### src/rtl/mem_port_arbiter_pkg.sv
`default_nettype none
// ============================================================================
//  Package : mem_port_arbiter_pkg
//  Shared encodings for the CPU/DMA memory port arbiter.
//  Revision: 1.0
// ============================================================================
package mem_port_arbiter_pkg;

   typedef enum logic [1:0] {
      ST_IDLE   = 2'd0,
      ST_ACCESS = 2'd1,
      ST_DONE   = 2'd2
   } state_t;

   localparam logic OWN_CPU  = 1'b0;
   localparam logic OWN_DMA  = 1'b1;
   localparam logic RW_READ  = 1'b1;
   localparam logic RW_WRITE = 1'b0;

   // Wait counter width; a zero-wait build still needs a 1-bit counter.
   function automatic int cnt_width(input int wait_cycles);
      return (wait_cycles <= 0) ? 1 : $clog2(wait_cycles + 1);
   endfunction

endpackage
`default_nettype wire

### src/rtl/mem_port_arbiter.sv
`default_nettype none
// ============================================================================
//  Module  : mem_port_arbiter
//  Round-robin arbiter sharing one memory port between CPU and DMA, with a
//  fixed wait-state count per access. All outputs are registered.
//  Revision: 1.0
// ============================================================================
module mem_port_arbiter
   import mem_port_arbiter_pkg::*;
#(
   parameter int AW          = 16,
   parameter int DW          = 16,
   parameter int WAIT_CYCLES = 2
) (
   input  logic          clk,
   input  logic          rst,
   input  logic          c_req,
   input  logic          c_rw,
   input  logic [AW-1:0] c_addr,
   input  logic [DW-1:0] c_wdata,
   output logic          c_done,
   input  logic          d_req,
   input  logic          d_rw,
   input  logic [AW-1:0] d_addr,
   input  logic [DW-1:0] d_wdata,
   output logic          d_done,
   output logic [DW-1:0] rdata,
   output logic          mem_en,
   output logic          mem_rw,
   output logic [AW-1:0] mem_addr,
   output logic [DW-1:0] mem_wdata,
   input  logic [DW-1:0] mem_rdata,
   output logic          owner,
   output logic          busy
);

   localparam int            CW       = cnt_width(WAIT_CYCLES);
   localparam logic [CW-1:0] CNT_INIT = CW'(WAIT_CYCLES);

   state_t          state_q, state_d;
   logic [CW-1:0]   cnt_q, cnt_d;
   logic            owner_q, owner_d;
   logic            mem_en_q, mem_en_d;
   logic            mem_rw_q, mem_rw_d;
   logic [AW-1:0]   mem_addr_q, mem_addr_d;
   logic [DW-1:0]   mem_wdata_q, mem_wdata_d;
   logic [DW-1:0]   rdata_q, rdata_d;
   logic            c_done_q, c_done_d;
   logic            d_done_q, d_done_d;
   logic            busy_q, busy_d;
   logic            winner;

   // On a tie the requester that did not hold the last grant wins.
   always_comb begin
      if (c_req && d_req) begin
         winner = ~owner_q;
      end else if (d_req) begin
         winner = OWN_DMA;
      end else begin
         winner = OWN_CPU;
      end
   end

   always_comb begin
      state_d     = state_q;
      cnt_d       = cnt_q;
      owner_d     = owner_q;
      mem_en_d    = 1'b0;
      mem_rw_d    = mem_rw_q;
      mem_addr_d  = mem_addr_q;
      mem_wdata_d = mem_wdata_q;
      rdata_d     = rdata_q;
      c_done_d    = 1'b0;
      d_done_d    = 1'b0;

      case (state_q)
         ST_IDLE: begin
            if (c_req || d_req) begin
               state_d  = ST_ACCESS;
               owner_d  = winner;
               cnt_d    = CNT_INIT;
               mem_en_d = 1'b1;
               if (winner == OWN_DMA) begin
                  mem_rw_d    = d_rw;
                  mem_addr_d  = d_addr;
                  mem_wdata_d = d_wdata;
               end else begin
                  mem_rw_d    = c_rw;
                  mem_addr_d  = c_addr;
                  mem_wdata_d = c_wdata;
               end
            end
         end
         ST_ACCESS: begin
            if (cnt_q != '0) begin
               cnt_d    = cnt_q - CW'(1);
               mem_en_d = 1'b1;
            end else begin
               state_d = ST_DONE;
               if (mem_rw_q == RW_READ) begin
                  rdata_d = mem_rdata;
               end
               c_done_d = (owner_q == OWN_CPU);
               d_done_d = (owner_q == OWN_DMA);
            end
         end
         ST_DONE: begin
            state_d = ST_IDLE;
         end
         default: begin
            state_d = ST_IDLE;
         end
      endcase

      busy_d = (state_d != ST_IDLE);
   end

   always_ff @(posedge clk or negedge rst) begin
      if (!rst) begin
         state_q     <= ST_IDLE;
         cnt_q       <= '0;
         owner_q     <= OWN_DMA;
         mem_en_q    <= 1'b0;
         mem_rw_q    <= 1'b0;
         mem_addr_q  <= '0;
         mem_wdata_q <= '0;
         rdata_q     <= '0;
         c_done_q    <= 1'b0;
         d_done_q    <= 1'b0;
         busy_q      <= 1'b0;
      end else begin
         state_q     <= state_d;
         cnt_q       <= cnt_d;
         owner_q     <= owner_d;
         mem_en_q    <= mem_en_d;
         mem_rw_q    <= mem_rw_d;
         mem_addr_q  <= mem_addr_d;
         mem_wdata_q <= mem_wdata_d;
         rdata_q     <= rdata_d;
         c_done_q    <= c_done_d;
         d_done_q    <= d_done_d;
         busy_q      <= busy_d;
      end
   end

   assign c_done    = c_done_q;
   assign d_done    = d_done_q;
   assign rdata     = rdata_q;
   assign mem_en    = mem_en_q;
   assign mem_rw    = mem_rw_q;
   assign mem_addr  = mem_addr_q;
   assign mem_wdata = mem_wdata_q;
   assign owner     = owner_q;
   assign busy      = busy_q;

endmodule
`default_nettype wire

### config.mk
export PLATFORM = sky130hd
export DESIGN_NAME = mem_port_arbiter
export DESIGN_NICKNAME = d
export VERILOG_FILES = /design/src/rtl/mem_port_arbiter_pkg.sv /design/src/rtl/mem_port_arbiter.sv
export SDC_FILE = /design/constraint.sdc
export NUM_CORES = 1
export LEC_CHECK = 0
export ABC_AREA = 1
export ABC_CLOCK_PERIOD_IN_PS = 3900
export BUFFER_PORTS_ARGS = -buffer_cell sky130_fd_sc_hd__buf_4
export CAP_MARGIN = 10
export CORE_MARGIN = 1
export CORE_UTILIZATION = 50
export CTS_CLUSTER_SIZE = 28
export DETAILED_ROUTE_END_ITERATION = 12
export HOLD_SLACK_MARGIN = 0.02
export PLACE_DENSITY_LB_ADDON = 0.12
export SETUP_SLACK_MARGIN = 0.15
export SLEW_MARGIN = 20
export SYNTH_ARGS = -nofsm -noshare
export SYNTH_HDL_FRONTEND = slang
export SYNTH_SLANG_ARGS = --single-unit
### constraint.sdc
create_clock -name clk -period 3.9 [get_ports clk]
set_input_delay 0.195 -clock clk [delete_from_list [all_inputs] [get_ports clk]]
set_output_delay 0.195 -clock clk [all_outputs]
set_load 0.02 [all_outputs]
==> results.md, run 1 <==
- The run finished with clean final reports.
- The total cell area at the placement stage is 3940 µm².
- The repair_antennas step left the layout with diodes totalling 0.
- Dividing the detail-routed via count by the number of cells gives 4.92.
- The synthesized net count is 483.
- The share of the core filled with cells in the final layout is 74.2%.
- The standard cell with the maximum stage delay on the critical path is sky130_fd_sc_hd__nand2_2.
- The total negative slack is 0 ns.
- The count of final hold-check violations came to 0.
- Walking the worst path, the cells encountered are nand2_2 -> nand2_2 -> nand2_1 -> nand3_1 -> nand2_1.
- The initial utilization of the core area, before any placement, comes to 52.6%.
- The congestion estimate from routability-driven global placement came to 0.777.
- The sequential-to-total area share from yosys stat is 49.6%.
- The first global-routing pass estimated 12500 µm of wire.
- The number of clock sinks is 58.
- The maximum VDD drop is 0.393 mV.
- The number of buffers added for setup after CTS is 0.
- The worst path uses 52.6% of the clock period.
- For this block, the initial DRC count from the detailed router was 184.
- Clock-pin slew was measured on the worst setup and hold paths at 0.07 ns.
- The die outline area is 6170 µm².
- The share of the synthesized area in the top cell type is 48.7%.
- The number of buffers added on ports is 139.
- The max-slew headroom at the worst pin is 50.4%.
- TritonCTS built the clock tree.
- The overall routing resource usage is 26.1%.
- Measured in cells, the most critical reg-to-reg path has a length of 5.
- The die extent in x is 78.6 µm.
- STA classifies the critical path startpoint as a flop.
- The timing startpoint of the critical path is owner$_DFFE_PN1P_.
- For this run, the number of Yosys warnings is 0.
- The region available for standard cell placement spans 5570 µm².
- The clock passes through at most 2 buffers.
- The required time of the worst setup path is 4.12 ns.
- The hold-fix buffer count after cts is 1.
- Averaged over all synthesized cells, the footprint is 7.40 µm².
- The vertical extent of the die is 78.6 µm.
- On the worst path, the slowest cell contributes a delay of 0.66 ns.
- The gate count after technology mapping is 396.
- Of all nets on the critical path, the largest fanout is 34.
- The worst path meets setup with 1.85 ns of slack.
- The H-tree generated during clock tree synthesis spans 3 levels.
- Entering global routing, the biggest net connects 59 pins.
- For this run the aggregate overflow at the end of global routing stands at 0.
- The minimum setup slack after placement is 1.86 ns.
- At the end of the flow, the number of nets in the layout was 614.
- The number of fill cells is 461.
- Setup slack on the worst reg-to-reg path comes out at 1.85 ns.
- Summed over all nets, the half-perimeter wirelength after detailed placement is 5150 µm.
- The number of antenna violations at the first check in global routing is 0.
- The number of standard-cell rows in the floorplan is 27.
- By area the synthesized netlist is led by sky130_fd_sc_hd__dfrtp_1, sky130_fd_sc_hd__nand2_1, sky130_fd_sc_hd__nand3_1, sky130_fd_sc_hd__inv_1, sky130_fd_sc_hd__buf_2.
- The register bit total from synthesis is 58.
- In this run, post-CTS repair resized a total of 0 instances.
- STA puts the critical path data arrival time at 2.27 ns.
- From synthesis to final layout, the design area changed by 41.1%.
- By startpoint and endpoint, the worst setup path is classified as flop to flop.
- Yosys mapped the design onto 19 distinct sky130hd cell types.
- Across the run, the number of max-cap violations was 0.
- The post-detailed-route count of antenna-violating nets is 0.
- The final clock skew is 0.00792 ns.
- Following the worst setup path forward leads to its endpoint at mem_wdata[10]$_DFFE_PN0P_.
- STA classifies the critical path endpoint as a flop.
- The post-route netlist has 30.6% of its cells at a drive strength greater than 1.
- The total of endpoints with negative setup slack in the final report is 0.
- Setup repair after global routing left no endpoint under its margin.
- After routing the design area is 4130 µm².
- In this run the clock root is driven by a sky130_fd_sc_hd__clkbuf_8.
- The detailed-route DRC error count is 0.
- The total vias in the final route is 2969.
- The CTS buffer count is 9.
- The number of max-slew violations in the final report was 0.
- The final wirelength is 7310 µm.
- The power per unit of standard cell area is 772 nW/µm².
- The wire length per cell after detailed routing is 12.1 µm.
- The worst reg2reg path startpoint is owner$_DFFE_PN1P_.
- The post-route minimum period is 2.05 ns.
- The transition time of the tightest slew-check pin is 0.742 ns.
- The first-pass detailed-route iteration total is 4.
- Summed over all instances, the cell type with the most area after synthesis is sky130_fd_sc_hd__dfrtp_1.
- The area of the mapped netlist is 2930 µm².
- The number of top-level design ports is 140.
- For this design the static power due to leakage is 0.00251 µW.
- The clock latency of the later-clocked register in the worst-skew pair is 0.33 ns.
- The tightest min-delay check is of the input pin to flop type.
- The endpoint of the worst-slack reg-to-reg timing path is mem_wdata[10]$_DFFE_PN0P_.
- The number of global-route vias before repair is 2869.
- For this run, the top clock speed supported by timing is 488 MHz.
==> where the power goes <==
part	total (µW)	internal [µW]	switching (µW)
Sequential	1110	907	207
Combinational	1590	630	959
Clock	486	247	239
Total	3190	1780	1410
==> state kept, by name, summed over array words and instances, names as in the netlist <==
| signal | flops |
|---|---|
| mem_wdata | 16 |
| mem_rw | 1 |
| cnt_q | 2 |
| state_q | 2 |
| busy | 1 |
| c_done | 1 |
| d_done | 1 |
| rdata | 16 |
| mem_addr | 16 |
| owner | 1 |
| mem_en | 1 |
==> metrics by stage <==
step / std cells / hold slack, ns / power [µW]
3_3_place_gp: 587 / 0.300 / 2670
4_1_cts: 604 / 0.0867 / 3210
5_1_grt: 604 / 0.0948 / 3430
6_report: 604 / 0.0954 / 3190
2_1_floorplan: 396 / -0.101 / 2080
3_5_place_dp: 587 / 0.297 / 2720
==> routing by layer <==
layer | global-route usage [%] | part of all wire (%)
met1 | 33.3 | 42
met2 | 42.7 | 48
met3 | 4.53 | 7.5
met4 | 13.3 | 2.6
met5 | 0 | 0
==> cell usage after synthesis <==
cell / number
sky130_fd_sc_hd__buf_6: 4
sky130_fd_sc_hd__buf_4: 2
sky130_fd_sc_hd__nand4_1: 1
sky130_fd_sc_hd__ha_1: 1
sky130_fd_sc_hd__inv_1: 73
sky130_fd_sc_hd__nand3_1: 85
sky130_fd_sc_hd__clkbuf_1: 6
sky130_fd_sc_hd__nor3_1: 1
sky130_fd_sc_hd__nor2_8: 1
sky130_fd_sc_hd__dfstp_2: 1
sky130_fd_sc_hd__nand2_1: 144
sky130_fd_sc_hd__nand2_4: 1
sky130_fd_sc_hd__buf_2: 9
sky130_fd_sc_hd__a21oi_1: 1
sky130_fd_sc_hd__dfrtp_1: 57
sky130_fd_sc_hd__nand2_2: 3
sky130_fd_sc_hd__o21ai_0: 1
sky130_fd_sc_hd__nor2_4: 1
sky130_fd_sc_hd__nor2_1: 4
==> layout make-up <==
cell class / count / area, µm² / share of cell area (%)
inverters: 73 / 274 / 6.63
flip-flops and latches: 58 / 1450 / 35.1
clock buffers: 10 / 138 / 3.33
repair buffers: 141 / 1060 / 25.7
multi-input cells: 244 / 1080 / 26.0
clock inverters: 6 / 42.5 / 1.03
well taps: 72 / 90.1 / 2.18
==> logic make-up (layout without fill, tap and decap cells) <==
group	Yosys count	count (layout)	synth area share (%)
AND/OR/NAND/NOR	241	241	36.0
buffers and inverters	94	230	13.7
flip-flops	58	58	49.6
AO/OA/AOI/OAI	2	2	0.341
adder cells (fa/ha/maj)	1	1	0.427
==> cell usage in the layout (no fill, tap or decap) <==
master	n
sky130_fd_sc_hd__nor2_1	4
sky130_fd_sc_hd__o21ai_0	1
sky130_fd_sc_hd__nand2_4	1
sky130_fd_sc_hd__nor2_4	1
sky130_fd_sc_hd__dfrtp_1	57
sky130_fd_sc_hd__nand3_1	85
sky130_fd_sc_hd__clkbuf_8	10
sky130_fd_sc_hd__dfstp_2	1
sky130_fd_sc_hd__ha_1	1
sky130_fd_sc_hd__clkinvlp_4	2
sky130_fd_sc_hd__nor3_1	1
sky130_fd_sc_hd__clkinv_4	2
sky130_fd_sc_hd__a21oi_1	1
sky130_fd_sc_hd__nor2_8	1
sky130_fd_sc_hd__buf_4	140
sky130_fd_sc_hd__dlygate4sd3_1	1
sky130_fd_sc_hd__nand2_1	144
sky130_fd_sc_hd__clkinv_2	2
sky130_fd_sc_hd__inv_1	73
sky130_fd_sc_hd__nand2_2	3
sky130_fd_sc_hd__nand4_1	1
==> worst max-delay path, delay by kind of cell (launching register included) <==
family	cells	cell delay [ns]
flip-flops	1	0.57
AND/OR/NAND/NOR	5	1.35
==> worst min-delay path by stage <==
stage / startpoint / end / slack, ns / cells after the start
after global placement: rst / mem_wdata[6]$_DFFE_PN0P_ / 0.30 / 1
after global routing: mem_rdata[8] / rdata[8]$_DFFE_PN0P_ / 0.09 / 3
final: mem_rdata[8] / rdata[8]$_DFFE_PN0P_ / 0.1 / 3
after CTS: mem_rdata[7] / rdata[7]$_DFFE_PN0P_ / 0.09 / 3
after detailed placement: rst / mem_wdata[6]$_DFFE_PN0P_ / 0.30 / 1
after floorplan: rst / busy$_DFF_PN0_ / -0.10 / 0
(Power assumes the default switching activity.)
==> inputs of run 2 (changes only) <==
--- a/config.mk
+++ b/config.mk
@@ -6,11 +6,11 @@
 export NUM_CORES = 1
 export LEC_CHECK = 0
 export ABC_AREA = 1
-export ABC_CLOCK_PERIOD_IN_PS = 3900
+export ABC_CLOCK_PERIOD_IN_PS = 1900
 export BUFFER_PORTS_ARGS = -buffer_cell sky130_fd_sc_hd__buf_4
 export CAP_MARGIN = 10
 export CORE_MARGIN = 1
-export CORE_UTILIZATION = 50
+export CORE_UTILIZATION = 46
 export CTS_CLUSTER_SIZE = 28
 export DETAILED_ROUTE_END_ITERATION = 12
 export HOLD_SLACK_MARGIN = 0.02
==> constraint.sdc (replaced) <==
create_clock -name clk -period 1.9 [get_ports clk]
set_input_delay 0.095 -clock clk [delete_from_list [all_inputs] [get_ports clk]]
set_output_delay 0.095 -clock clk [all_outputs]
set_load 0.02 [all_outputs]
==> results.md, run 2 (same netlist as run 1, synthesis figures left out) <==
- Setup violations remaining at the end of the flow were counted as 0.
- The max-slew headroom at the worst pin is 50.7%.
- The number of max-slew violations in the final report is 0.
- The die outline area is 6690 µm².
- The number of global-route vias before repair came to 2790.
- The count of H-tree levels built during CTS is 3.
- The die extent in x is 81.8 µm.
- In this run the critical register-to-register path is launched from cnt_q[0]$_DFFE_PN0P_.
- After global routing the overflow that remains totals 0.
- The total negative slack is 0 ns.
- Setup repair after global routing left no endpoint under its margin.
- The count of final hold-check violations was 0.
- The number of antenna violations at the first check in global routing came to 0.
- Counting every sink on the clock net gives 58.
- At the pin with the least slew margin, the transition time is 0.740 ns.
- After the first detailed-routing iteration, the DRC count stood at 125.
- The kind of capture point of the worst setup path is a flop.
- In the layout the commonest cells are sky130_fd_sc_hd__nand2_1, sky130_fd_sc_hd__buf_4, sky130_fd_sc_hd__nand3_1.
- 140 I/O pins were placed.
- The maximum VDD drop is 0.969 mV.
- Clock latency on the worst-skew pair, taken at its later pin, is 0.33 ns.
- At the worst endpoint, the arrival time is 1.81 ns.
- The worst hold path was traced through 5 stages.
- The endpoint of the worst-slack reg-to-reg timing path is rdata[9]$_DFFE_PN0P_.
- Across all register-to-register paths, the minimum setup slack is 0.31 ns.
- In the final routed layout, each cell accounts on average for 12.5 µm.
- The flow ran to the end, and the final reports show no timing, DRC or antenna violations.
- For this run, design rule violations remaining after detail routing come to 0.
- Once the clock tree was built, the resizer swapped 0 gates to a different size.
- The largest net degree at the start of global routing is 59.
- The maximum clock rate is 630 MHz.
- Buffers inserted to repair hold after CTS numbered 17.
- The placeable core region is 6030 µm².
- The startpoint of the tightest hold check path is c_wdata[6].
- The starting density of the core is 48.6%.
- The largest driver fanout on the critical path is 18.
- The smallest clock period supported by the final layout is computed as 1.59 ns.
- The area of the multi-input gates is 1080 µm².
- The final-stage net count is 633.
- The first-pass detailed-route iteration total is 5.
- The number of buffers added on ports is 139.
- The required time of the worst setup path is 2.12 ns.
- The final route contains 2934 vias.
- The standby leakage power is 0.00261 µW.
- The number of antenna diodes in the final layout is 0.
- The number of buffers on the longest clock path is 2.
- The startpoint kind of the worst setup timing path is a flop.
- The number of fill cells is 509.
- The path with the worst hold slack has its endpoint at mem_wdata[6]$_DFFE_PN0P_.
- The combined flip-flop and latch cell area is 1450 µm².
- The clock root buffer is sky130_fd_sc_hd__clkbuf_8.
- The cell count of the worst reg-to-reg path is 7.
- Of the available clock period, the critical path in the final layout requires 83.6%.
- The power per unit of standard cell area is 1580 nW/µm².
- Routability-driven placement finished with a final weighted congestion of 0.799.
- The clock-pin transition on the worst setup and hold timing paths is 0.07 ns.
- The path class of the tightest hold or removal check is input pin to flop.
- The number of standard-cell rows in the floorplan is 28.
- The number of maximum-capacitance constraint violations is 0.
- In the final layout, the share of cells above drive strength 1 is 29.9%.
- The overall routing resource usage is 24.8%.
- The tightest hold path in the finished design has a slack of 0.0555 ns.
- Once detail routing completed, the nets flagged for antenna violations numbered 0.
- The number of buffers added for setup after CTS is 0.
- The first global-routing pass estimated 12400 µm of wire.
- The via density per instance is 4.69.
- On the final layout, the worst clock skew is 0.0117 ns.
- The wire-length estimate of the detail-placed layout is 5120 µm.
- The CTS tree is done.
- The vertical extent of the die is 81.8 µm.
- After detailed routing, the total wire length is 7820 µm.
- The area growth from synthesis to layout is 49.2%.
- Counting the buffers created by CTS gives 9.
- By startpoint and endpoint, the worst setup path is classified as flop to flop.
- The most common cell after layout, fill and taps aside is sky130_fd_sc_hd__nand2_1.
## run 2: cell count changes in the layout (fill, tap and decap cells not counted), sizes merged
cell	change
clkbuf	+1
buf	+3
clkinv	-2
bufinv	+2
dlygate4sd3	+16
clkinvlp	-1
## run 2: metal layers
metal | vias up | track usage (%) | part of all wire, %
met1 | 1342 | 30.7 | 44
met3 | 7 | 7.33 | 6.6
met4 | 0 | 9.12 | 0.95
met2 | 86 | 40.8 | 48
li1 | 1499 | - | -
met5 | - | 0 | 0
## run 2: worst max path at each step
stage	start	endpoint	slack, ns	depth (start not counted)
2_1_floorplan	cnt_q[0]$_DFFE_PN0P_	rdata[10]$_DFFE_PN0P_	0.60	8
3_3_place_gp	cnt_q[0]$_DFFE_PN0P_	rdata[5]$_DFFE_PN0P_	0.38	7
3_5_place_dp	owner$_DFFE_PN1P_	mem_addr[3]$_DFFE_PN0P_	0.36	5
4_1_cts	owner$_DFFE_PN1P_	mem_addr[6]$_DFFE_PN0P_	0.32	5
5_1_grt	cnt_q[0]$_DFFE_PN0P_	rdata[5]$_DFFE_PN0P_	0.22	7
6_report	cnt_q[0]$_DFFE_PN0P_	rdata[9]$_DFFE_PN0P_	0.31	7
## run 2: where the power goes
group          leakage, µW  switching, µW  internal, µW  total [µW]
logic              0.00180           2020          1370        3390
registers         0.000702            409          1860        2270
clock network     0.000109            489           770        1260
## run 2: critical path, cell delays in order (launching register included)
cell	delay (ns)
sky130_fd_sc_hd__dfrtp_1	0.40
sky130_fd_sc_hd__inv_1	0.08
sky130_fd_sc_hd__ha_1	0.19
sky130_fd_sc_hd__inv_1	0.15
sky130_fd_sc_hd__nor2_8	0.29
sky130_fd_sc_hd__nand2_4	0.18
sky130_fd_sc_hd__nand2_1	0.11
sky130_fd_sc_hd__nand2_1	0.06
## run 2: final cells by class
type                            count  share of cell area (%)
Clock buffer                       11                    3.23
Clock inverter                      5                    1.77
Inverter                           73                    6.27
Multi-Input combinational cell    244                    24.6
Sequential cell                    58                    33.2
Tap cell                           75                    2.15
Timing Repair Buffer              160                    28.7
## run 2: metrics by stage
stage	total power [µW]	utilization (%)	std cells	area [µm²]	worst slack, ns
4_1_cts	6960	72.5	626	4370	0.321
2_1_floorplan	4280	-	396	2930	0.597
3_3_place_gp	5580	66.1	593	3980	0.380
5_1_grt	7420	72.5	626	4370	0.220
6_report	6920	72.5	626	4370	0.312
3_5_place_dp	5650	66.1	593	3980	0.361
==> inputs of run 3 (changes only) <==
--- a/config.mk
+++ b/config.mk
@@ -5,12 +5,12 @@
 export SDC_FILE = /design/constraint.sdc
 export NUM_CORES = 1
 export LEC_CHECK = 0
-export ABC_AREA = 1
-export ABC_CLOCK_PERIOD_IN_PS = 1900
+export ABC_AREA = 0
+export ABC_CLOCK_PERIOD_IN_PS = 1400
 export BUFFER_PORTS_ARGS = -buffer_cell sky130_fd_sc_hd__buf_4
 export CAP_MARGIN = 10
 export CORE_MARGIN = 1
-export CORE_UTILIZATION = 46
+export CORE_UTILIZATION = 41
 export CTS_CLUSTER_SIZE = 28
 export DETAILED_ROUTE_END_ITERATION = 12
 export HOLD_SLACK_MARGIN = 0.02
==> constraint.sdc (replaced) <==
create_clock -name clk -period 1.4 [get_ports clk]
set_input_delay 0.07 -clock clk [delete_from_list [all_inputs] [get_ports clk]]
set_output_delay 0.07 -clock clk [all_outputs]
set_load 0.02 [all_outputs]
==> results.md, run 3 <==
- The number of global-route vias before repair is 2024.
- The placeable core region is 6100 µm².
- The share of synthesized flip-flops with an asynchronous set or reset is 100%.
- Dividing the detail-routed via count by the number of cells gives 4.74.
- In the final timing run, aggregate negative setup slack is -3.05 ns.
- The post-route minimum period is 1.49 ns.
- Entering global routing, the biggest net connects 31 pins.
- The critical setup path kind is flop to flop.
- The most common cell after layout, fill and taps aside is sky130_fd_sc_hd__buf_4.
- The transition time of the tightest slew-check pin is 0.393 ns.
- Cell internal power was estimated by the tool at 6170 µW.
- The library cells used most frequently in the layout, excluding fill and tap cells, are sky130_fd_sc_hd__buf_4, sky130_fd_sc_hd__dfrtp_1, sky130_fd_sc_hd__mux2_2.
- The number of fill cells is 424.
- The most instantiated library cell after synthesis is sky130_fd_sc_hd__mux2_2.
- The maximum VDD drop is 1.46 mV.
- The design draws 9560 µW.
- Summed over all layers, the global routing overflow is 0.
- The total of endpoints with negative setup slack in the final report is 49.
- The share of the synthesized netlist area taken by xor and xnor gates is 0%.
- In the post-route analysis, the smallest setup slack over all paths is -0.0934 ns.
- Synthesis handed over a netlist of 166 instances.
- The number of standard-cell rows in the floorplan is 28.
- The number of top-level design ports is 140.
- Summing the areas of all compound-gate instances in the mapped netlist gives 1.60% of the synthesized area.
- The checks that failed: negative setup slack.
- The wire length per cell after detailed routing is 14.8 µm.
- The kind of capture point of the worst setup path is a flop.
- Static timing analysis puts the maximum clock frequency at 670 MHz.
- The minimum setup slack after placement is -0.0818 ns.
- The post-synthesis to final-layout area growth is 65.2%.
- The vertical extent of the die is 82.6 µm.
- The count of cells in the finished layout, fillers not included, comes to 425.
- The synthesized net count is 253.
- The worst setup path is launched from a flop.
- Once detail routing completed, the nets flagged for antenna violations numbered 0.
- Measured along the x axis, the die boundary spans 82.6 µm.
- For this run, the slowest stage of the critical path takes 0.56 ns.
- The die outline area is 6820 µm².
- At the worst endpoint, the required time is 1.61 ns.
- By count the netlist is led by sky130_fd_sc_hd__mux2_2, sky130_fd_sc_hd__dfrtp_1, sky130_fd_sc_hd__mux2_1, sky130_fd_sc_hd__mux2_4, sky130_fd_sc_hd__buf_6.
- The clock passes through at most 2 buffers.
- The average footprint of a synthesized cell is 16.0 µm².
- The clock latency of the later-clocked register in the worst-skew pair is 0.33 ns.
- The number of maximum-capacitance constraint violations is 0.
- Together, buffers and inverters on the worst path number 1.
- The number of buffers added on ports is 139.
- In this run the power density over the cells is 2170 nW/µm².
- The area of the mapped netlist is 2660 µm².
- The number of enable flip-flop cells after synthesis is 0.
- The total vias in the final route is 2013.
- The fraction of layout instances using a drive strength above 1 is 73.4%.
- The largest driver fanout on the critical path is 17.
- The part of the total power dissipated in the clock network is 14.0%.
- The fraction of the cycle the final worst path needs is 107%.
- The cell taking the most area after synthesis is sky130_fd_sc_hd__dfrtp_1.
- The synthesized netlist devotes 2.77% of its cell area to simple gates.
- The cell family contributing the most delay on the critical path is multiplexers.
- Data arrives at the worst endpoint at 1.71 ns.
- Once placement completed, the tool counted placed cells totaling 384.
- The first global-routing pass estimated 9630 µm of wire.
- After detailed routing, the number of remaining DRC violations is 0.
- The share of the synthesized area in the top cell type is 53.6%.
- The largest family of logic cells by synthesized area is multiplexers.
- The CTS buffer count is 9.
- The final wirelength is 6270 µm.
- The Yosys step of the flow raised 0 warnings.
- The DRC marker count from the first detailed-route iteration is 54.
- The detailed placement HPWL is 4280 µm.
- In this run, synthesis produced a sequential element count of 58.
- The overall routing resource usage is 19.7%.
- Sequential elements use 54.6% of the synthesized area.
- Sorting the synthesized cells by area gives the leading types as sky130_fd_sc_hd__dfrtp_1, sky130_fd_sc_hd__mux2_2, sky130_fd_sc_hd__mux2_4, sky130_fd_sc_hd__mux2_1, sky130_fd_sc_hd__buf_6.
- The initial utilization of the core area, before any placement, comes to 43.7%.
- The clock root buffer is sky130_fd_sc_hd__clkbuf_8.
- The count of cell types in the netlist is 21.
- On the critical path, the stage with the largest delay is an instance of sky130_fd_sc_hd__dfstp_2.
- The first-pass detailed-route iteration total is 4.
- The weighted congestion at the end of routability-driven global placement is 0.740.
- The number of antenna violations at the first check in global routing came to 0.
- The clock arrives with 0.00584 ns of skew.
- The count of final hold-check violations is 0.
- The max-slew headroom at the worst pin is 73.8%.
- The flow ran to the end, but the final reports show violations.
- The power spent charging and discharging nets is 3390 µW.
- The most used flip-flop cell after synthesis is sky130_fd_sc_hd__dfrtp_1.
- Setup repair after global routing could not meet its margin everywhere.
- The share of total power dissipated in sequential elements is 31.9%.
- At the end of the flow, the number of nets in the layout was 432.
- The signal on the critical path passes through a21boi_4 -> buf_12 -> mux2_1 -> mux2_4.
- The standby leakage power is 0.00212 µW.
- The CTS tree is done.
- The antenna diode count is 0.
- The number of max-slew violations in the final report is 0.
- In this run switching power makes up 35.5% of total power.
- The path class of the tightest hold or removal check is input pin to flop.
- The count of H-tree levels built during CTS is 3.
- The number of clock sinks is 58.
- The clock-pin transition on the worst setup and hold timing paths is 0.06 ns.
- The relative contribution of combinational cells to total power is 54.1%.
- In the synthesized netlist, mux cells make up 36.9% of the area.
- The synthesized netlist devotes 0.470% of its cell area to adder and majority cells.
[run 3: changes by cell type in the layout (fill, tap and decap cells not counted), sizes merged, moves of 4 or more]
cell,delta
buf,+13
inv,-70
mux2,+83
nand2,-146
nand3,-85
nor2,-4
[run 3: worst reg2reg max path: cells and delay by family (launching register included)]
family	cells	cell delay, ns
mux	2	0.59
buf+inv	1	0.16
compound gates	1	0.07
flops	1	0.56
[run 3: metal layers]
metal,GRT usage [%],up-vias,share of wire [%]
met4,6.21,0,1.7
met2,32.7,88,48
met5,0,-,0
met3,8.24,12,10
li1,-,955,-
met1,23.0,958,40
[run 3: cell families after synthesis]
logic type | count (synthesis)
mux | 84
simple gates | 9
fa+ha+maj | 1
flops | 58
buf+inv | 10
compound gates | 4
[run 3: final cells by class]
class	instances	area, µm²	area share, %
clock buffers	13	159	3.61
inverters	3	11.3	0.256
flip-flops and latches	58	1460	33.1
repair buffers	174	1450	32.9
clock inverters	3	15.0	0.341
well taps	75	93.8	2.13
multi-input cells	99	1210	27.6
[run 3: power groups by stage]
stage / registers [µW] / logic (µW) / clock network (µW)
after floorplan: 4000 / 1820 / 0
final: 3050 / 5170 / 1340
after detailed placement: 3030 / 4730 / 0
after global routing: 3170 / 5510 / 1480
after global placement: 3000 / 4680 / 0
after CTS: 3030 / 5090 / 1380
[run 3: path summary, 6_finish.rpt]
kind	cells past startpoint	from	slack [ns]	to
setup / recovery	4	owner$_DFFE_PN1P_	-0.09	mem_addr[5]$_DFFE_PN0P_
hold / removal	3	c_req	0.04	busy$_DFF_PN0_
setup reg to reg	4	owner$_DFFE_PN1P_	-0.09	mem_addr[5]$_DFFE_PN0P_
hold reg to reg	1	cnt_q[1]$_DFFE_PN0P_	0.50	cnt_q[1]$_DFFE_PN0P_
max in group asynchronous	3	rst	0.71	mem_addr[0]$_DFFE_PN0P_
min in group asynchronous	2	rst	0.21	rdata[9]$_DFFE_PN0P_
[run 3: what timing repair did]
item                       in CTS  in global routing
setup buffers                   5                  0
cloned                          2                  0
resized for setup               7                 16
setup endpoints to repair      52                 58
pin swaps                       3                  2
hold buffers                   18                  0
hold endpoints to repair       52                  0
[run 3: per-stage QoR]
step           hold WS (ns)  util [%]  cell area (µm²)
4_1_cts              0.0306      71.2             4340
3_3_place_gp         0.0243      63.6             3880
2_1_floorplan        -0.226         -             2680
3_5_place_dp         0.0283      63.6             3880
5_1_grt              0.0500      72.1             4400
6_report             0.0392      72.1             4400
